$ cat config.mk
export PLATFORM = sky130hd
export DESIGN_NAME = axis_loopback_tester
export DESIGN_NICKNAME = d
export VERILOG_FILES = /design/src/rtl/axis_test_pkg.sv /design/src/rtl/axis_seq_gen.sv /design/src/rtl/axis_loopback_tester.sv
export SDC_FILE = /design/constraint.sdc
export NUM_CORES = 1
export LEC_CHECK = 0
export ABC_AREA = 1
export BUFFER_PORTS_ARGS = -buffer_cell sky130_fd_sc_hd__buf_2
export CAP_MARGIN = 5
export CORE_MARGIN = 3
export CORE_UTILIZATION = 30
export DETAILED_ROUTE_END_ITERATION = 10
export PLACE_DENSITY = 0.57
export SLEW_MARGIN = 40
export SYNTH_ARGS = -nofsm -noshare
export SYNTH_HDL_FRONTEND = slang
export SYNTH_SLANG_ARGS = --single-unit
export TNS_END_PERCENT = 5
$ cat constraint.sdc
create_clock -name axi_clk -period 5.4 [get_ports axi_clk]
set_input_delay 0 -clock axi_clk [delete_from_list [all_inputs] [get_ports axi_clk]]
set_output_delay 0 -clock axi_clk [all_outputs]
set_load 0.03 [all_outputs]
$ cat src/rtl/axis_test_pkg.sv
// Shared state encoding and default widths for the AXI-stream loopback tester.
package axis_test_pkg;

  localparam int DEF_DATA_WIDTH     = 32;
  localparam int DEF_CNT_W          = 16;
  localparam int DEF_TIMEOUT_CYCLES = 1024;

  // Reported as first_err_idx while no mismatch has been seen.
  localparam logic [DEF_CNT_W-1:0] NO_ERR = '1;

  typedef enum logic [1:0] {
    ST_IDLE  = 2'd0,
    ST_RUN   = 2'd1,
    ST_DRAIN = 2'd2,
    ST_DONE  = 2'd3
  } state_t;

endpackage

$ cat src/rtl/axis_seq_gen.sv
// Sequence source: word k = seed + k, one register step per advance; 0-cycle output from registers.
// clear reloads the seed and zeroes the index; no backpressure of its own.
module axis_seq_gen #(
  parameter int DATA_WIDTH = 32,
  parameter int CNT_W      = 16
) (
  input  logic                  clk,
  input  logic                  reset,
  input  logic                  clear,
  input  logic [DATA_WIDTH-1:0] seed,
  input  logic                  advance,
  output logic [CNT_W-1:0]      idx,
  output logic [DATA_WIDTH-1:0] word
);

  // The running word is kept directly so no adder sits on the output path.
  always_ff @(posedge clk) begin
    if (reset) begin
      idx  <= '0;
      word <= '0;
    end else if (clear) begin
      idx  <= '0;
      word <= seed;
    end else if (advance) begin
      idx  <= idx + CNT_W'(1);
      word <= word + DATA_WIDTH'(1);
    end
  end

endmodule

$ cat src/rtl/axis_loopback_tester.sv
// Drives seed+k words out of the master port and checks the looped-back stream on the slave port.
// Master honours m_axis_ready (data held while stalled); slave is always ready while busy, results 1 cycle after each beat.
module axis_loopback_tester
  import axis_test_pkg::*;
#(
  parameter int DATA_WIDTH     = DEF_DATA_WIDTH,
  parameter int CNT_W          = DEF_CNT_W,
  parameter int TIMEOUT_CYCLES = DEF_TIMEOUT_CYCLES
) (
  input  logic                  axi_clk,
  input  logic                  axi_reset,
  input  logic                  start,
  input  logic [DATA_WIDTH-1:0] seed,
  input  logic [CNT_W-1:0]      num_words,
  output logic                  busy,
  output logic                  done,
  output logic                  pass,
  output logic                  timeout,
  output logic [CNT_W-1:0]      err_count,
  output logic [CNT_W-1:0]      first_err_idx,
  output logic [CNT_W-1:0]      tx_count,
  output logic [CNT_W-1:0]      rx_count,
  output logic                  m_axis_valid,
  output logic [DATA_WIDTH-1:0] m_axis_data,
  input  logic                  m_axis_ready,
  input  logic                  s_axis_valid,
  input  logic [DATA_WIDTH-1:0] s_axis_data,
  output logic                  s_axis_ready
);

  localparam int IDLE_W = $clog2(TIMEOUT_CYCLES + 1);
  localparam logic [CNT_W-1:0] NO_ERR_IDX = {CNT_W{NO_ERR[0]}};

  state_t             state;
  logic [CNT_W-1:0]   num_q;
  logic [IDLE_W-1:0]  idle_cnt;
  logic [DATA_WIDTH-1:0] rx_word;

  logic start_ok;
  logic tx_hs;
  logic tx_last;
  logic rx_hs;
  logic rx_last;
  logic rx_bad;

  assign start_ok = start & ((state == ST_IDLE) | (state == ST_DONE));
  assign tx_hs    = m_axis_valid & m_axis_ready;
  assign tx_last  = tx_hs & (tx_count == num_q - CNT_W'(1));
  // Beats past num_words are not counted even though ready stays high until DONE.
  assign rx_hs    = s_axis_valid & s_axis_ready & (rx_count != num_q);
  assign rx_last  = rx_hs & (rx_count == num_q - CNT_W'(1));
  assign rx_bad   = rx_hs & (s_axis_data != rx_word);

  axis_seq_gen #(
    .DATA_WIDTH (DATA_WIDTH),
    .CNT_W      (CNT_W)
  ) u_tx_gen (
    .clk     (axi_clk),
    .reset   (axi_reset),
    .clear   (start_ok),
    .seed    (seed),
    .advance (tx_hs),
    .idx     (tx_count),
    .word    (m_axis_data)
  );

  axis_seq_gen #(
    .DATA_WIDTH (DATA_WIDTH),
    .CNT_W      (CNT_W)
  ) u_rx_gen (
    .clk     (axi_clk),
    .reset   (axi_reset),
    .clear   (start_ok),
    .seed    (seed),
    .advance (rx_hs),
    .idx     (rx_count),
    .word    (rx_word)
  );

  always_ff @(posedge axi_clk) begin
    if (axi_reset) begin
      state         <= ST_IDLE;
      num_q         <= '0;
      idle_cnt      <= '0;
      busy          <= 1'b0;
      done          <= 1'b0;
      pass          <= 1'b0;
      timeout       <= 1'b0;
      err_count     <= '0;
      first_err_idx <= NO_ERR_IDX;
      m_axis_valid  <= 1'b0;
      s_axis_ready  <= 1'b0;
    end else begin
      if (rx_bad) begin
        if (err_count != '1)
          err_count <= err_count + CNT_W'(1);
        if (err_count == '0)
          first_err_idx <= rx_count;
      end

      case (state)
        ST_IDLE, ST_DONE: begin
          if (start) begin
            num_q         <= num_words;
            idle_cnt      <= '0;
            err_count     <= '0;
            first_err_idx <= NO_ERR_IDX;
            timeout       <= 1'b0;
            if (num_words == '0) begin
              state <= ST_DONE;
              done  <= 1'b1;
              pass  <= 1'b1;
            end else begin
              state        <= ST_RUN;
              busy         <= 1'b1;
              done         <= 1'b0;
              pass         <= 1'b0;
              m_axis_valid <= 1'b1;
              s_axis_ready <= 1'b1;
            end
          end
        end

        ST_RUN: begin
          if (tx_last) begin
            state        <= ST_DRAIN;
            m_axis_valid <= 1'b0;
            // The hand-off cycle already counts as idle if nothing came back in it.
            idle_cnt     <= rx_hs ? '0 : IDLE_W'(1);
          end
        end

        ST_DRAIN: begin
          if ((rx_count == num_q) || rx_last) begin
            state        <= ST_DONE;
            busy         <= 1'b0;
            done         <= 1'b1;
            s_axis_ready <= 1'b0;
            pass         <= (err_count == '0) & ~rx_bad;
          end else if (rx_hs) begin
            idle_cnt <= '0;
          end else if (idle_cnt == IDLE_W'(TIMEOUT_CYCLES - 1)) begin
            state        <= ST_DONE;
            busy         <= 1'b0;
            done         <= 1'b1;
            s_axis_ready <= 1'b0;
            timeout      <= 1'b1;
            pass         <= 1'b0;
          end else begin
            idle_cnt <= idle_cnt + IDLE_W'(1);
          end
        end

        default: state <= ST_IDLE;
      endcase
    end
  end

endmodule

==> summary.txt <==
Setup path
  • FF-to-FF path depth: 13
  • CP max FO: roughly 40
  • CP Data Required Time: 5.69 ns
  • CP Class: flip-flop to flip-flop
  • Critical Path Sink Type: flip-flop
  • Worst Setup Start Kind: flip-flop
  • Reg2Reg Capture Point: u_rx_gen.word[29]
  • Worst EP arrival: 3.37 ns
  • Flop-to-flop setup slack: 2.32 ns
  • Worst reg2reg path startpoint: num_q[4]

Clock network
  • CTS max path bufs: 2
  • TritonCTS clock tree: done
  • CTS clk-pin slew, worst paths: 0.07 ns
  • Post-CTS setup buffers: 0
  • Clock Latency Late Sink: 0.44 ns
  • Num CTS Buffers: 17
  • Clock sinks: 162
  • Htree depth: 4
  • Root buffer cell: clkbuf_16

Worst hold path
  • WHS Endpoint: num_q[8]
  • Hold Path Stages: 3
  • Hold Path Class: input pin to flip-flop
  • Worst hold path startpoint: num_words[8]

Logic synthesis
  • Synth Cell Area: 10,080 sq um
  • Most common cell in the synthesized netlist: nand2_1
  • Mux cell area share after synthesis: 0%
  • Synth top area cells: dfxtp_1 (32%), nand2_1 (13%), o21ai_0 (6.4%)
  • Combinational family with the most area after synthesis: simple AND/OR/NAND/NOR gates
  • Register area share after synthesis: 32.17%
  • Post-Synth Adder-Cell Area: 1.490%
  • Yosys cell types: 53
  • Async S/R FF share, synth: 0%
  • Main synth FF type: dfxtp_1
  • Cell taking the most area after synthesis: dfxtp_1
  • Synth Net Count: 1,616
  • Synth top area share: 32.17%
  • Synth Area in Compound Gates: 16.61%
  • Synth Area in Simple Gates: 33.29%
  • Yosys warning total: 0
  • Synth Area in XOR/XNOR: under 10%
  • Post-synth EDFFs: 0
  • Post-Syn Instances: 1,519
  • Most frequent cells after synthesis: nand2_1 (347), dfxtp_1 (162), inv_1 (150)
  • FF+latch count, synth: 162
  • Avg Cell Area, Syn: between 6 and 7 sq um

Global routing
  • First-pass GRT wire length: 54,590 um
  • Antenna violations before repair: 2
  • Grt ovf: 0
  • Gr usage total: 18.94%
  • Largest net degree at the start of global routing: 87
  • Vias in the first global route: about 10,000

Layout
  • Storage cell area: 3243 sq um
  • Filler instances: 3,565
  • Layout net count: 1,815
  • Layout area overhead: 23.51%
  • Multi-input logic area: ~6000 sq um
  • Fraction of layout cells with a size suffix above 1: 16.64%

STA
  • Hold Violations, Final: 1
  • WHS: -0.001563 ns
  • Fmax: 0.3250 GHz
  • Max-slew violations: 0
  • Final setup fails: 0
  • Slew Limit Headroom: 50.70%
  • Setup_tns: 0 ns
  • Clock Skews: between 0.01 and 0.015 ns
  • RSZ-0062 raised after global routing: false
  • Period utilization: 56.98%
  • Min Clock Period, post-route: approximately 3 ns
  • Worst slew pin tran: 0.7395 ns

Routing
  • WL per Instance: 15.99 um
  • Starting DRT DRC Count: 961
  • DR WL met3: roughly 2400 um
  • # DRC: 0
  • Met2 WL: approximately 16,000 um
  • DRT Wirelength: 34,770 um
  • Detailed Routing Iterations Pass 1: 5
  • Routed Antenna Nets: 0
  • Vias per cell: 4.986
  • Top sig layer: met5
  • DRT met1 WL: between 15,000 and 20,000 um
  • Via Count: 10,840

Job
  • Maximum capacitance violations: 0

Place
  • Placer congestion estimate: 0.9204
  • Post-DP HPWL: 26,100 um
  • Port buffer count: 186

Pwr
  • Net Switching: 2.828 mW
  • Switching share of power: between 40% and 50%
  • Clock power share: 22.4%
  • Worst VDD drop: 351.8 uV
  • Reg power frac: about 32%
  • Int Pwr: 3.082 mW
  • Leakage: just over 5 nW
  • Gate power share: 45.3%
  • PD cells: around 470 nW/um^2

Floorplanning
  • Ports: between 150 and 200
  • Core area: between 30,000 and 40,000 sq um
  • Std cell rows: between 60 and 70
  • Die Y: roughly 190 um
  • Die Outline Area: 35,830 sq um
  • Initial Util: between 30% and 40%
  • Horiz. Die Dim: between 150 and 200 um

Outcome
  • Status: finished, violations left
  • Violated checks: hold timing
==> worst max-delay path, cell delays in order (launching register included) <==
cell and delay, ns:
dfxtp_1 0.58, inv_1 0.15, nand2_1 0.09, nand2_1 0.04, nor2_1 0.08, nand2_1 0.07
nor2_1 0.17, nand2_4 0.10, nand2_4 0.22, inv_2 0.23, nor2_2 0.45, inv_2 0.38
o21ai_0 0.27, a31oi_1 0.07
==> flip-flops by register name, indices dropped and copies added (netlist names) <==
| name | flops |
|---|---|
| err_count | 16 |
| u_tx_gen.idx | 16 |
| timeout | 1 |
| idle_cnt | 11 |
| s_axis_ready | 1 |
| m_axis_valid | 1 |
| pass | 1 |
| first_err_idx | 16 |
| u_tx_gen.word | 32 |
| num_q | 16 |
| u_rx_gen.idx | 16 |
| state | 2 |
| u_rx_gen.word | 32 |
| done | 1 |
==> cell usage in the layout, fill, tap and decap left out, drive strengths merged, types with 8 or more instances in the layout <==
cell	instances
a21oi	101
a31oi	41
buf	193
clkbuf	17
dfxtp	162
dlygate4sd3	45
ha	12
inv	164
nand2	356
nand3	93
nand4	38
nor2	161
nor3	43
nor4	21
o211ai	8
o21ai	130
or2	10
xnor2	33
xor2	58
==> through the flow <==
step / setup WS [ns] / power, mW / util [%] / cell area (sq um) / cells
after floorplan: 3.143 / 3.787 / - / 10080 / 1519
after global placement: 1.863 / 4.551 / 34.57 / 11360 / 2096
after detailed placement: 2.038 / 4.563 / 34.60 / 11370 / 2096
after CTS: 1.965 / 5.923 / 37.86 / 12440 / 2173
after global routing: 1.940 / 6.317 / 37.88 / 12450 / 2174
final: 2.323 / 5.910 / 37.88 / 12450 / 2174
==> per-layer routing <==
metal | vias to the layer above | GRT usage, %
li1 | 5459 | -
met1 | 4956 | 25.66
met2 | 381 | 31.28
met3 | 41 | 3.388
met4 | 2 | 4.720
met5 | - | 0
==> final cells by class <==
type	count	area share, %
inverter	159	4.794
antenna	1	0.02010
tap	442	4.442
multi-input combinational	1140	48.15
sequential	162	26.05
timing repair buffer	238	11.55
clock inverter	15	1.578
clock buffer	17	3.417
==> how the worst max path moves through the flow <==
stage                     start           endpoint  cells past startpoint
2_1_floorplan  u_tx_gen.word[0]  u_tx_gen.word[22]                     12
3_3_place_gp           num_q[4]  u_rx_gen.word[23]                     13
3_5_place_dp           num_q[4]  u_rx_gen.word[17]                     13
4_1_cts                num_q[4]  u_rx_gen.word[17]                     13
5_1_grt                num_q[4]  u_rx_gen.word[15]                     13
6_report               num_q[4]  u_rx_gen.word[29]                     13
==> timing repair <==
item | CTS | global route
hold endpoints to repair | 72 | 0
setup endpoints to repair | 0 | 0
hold buffers | 45 | 0
gates resized for setup | 0 | 0
==> power by group through the flow <==
stage,registers (mW),clock network (mW),logic [mW]
finish,1.91,1.32,2.68
global route,1.97,1.39,2.96
CTS,1.90,1.34,2.68
detailed placement,1.93,0,2.63
global placement,1.92,0,2.63
floorplan,2.11,0,1.68
==> cell families after synthesis <==
logic type / after synthesis
flops: 162
buf+inv: 217
simple gates: 733
fa+ha+maj: 12
compound gates: 304
xor+xnor: 91
Power figures use the tool's default switching activity.
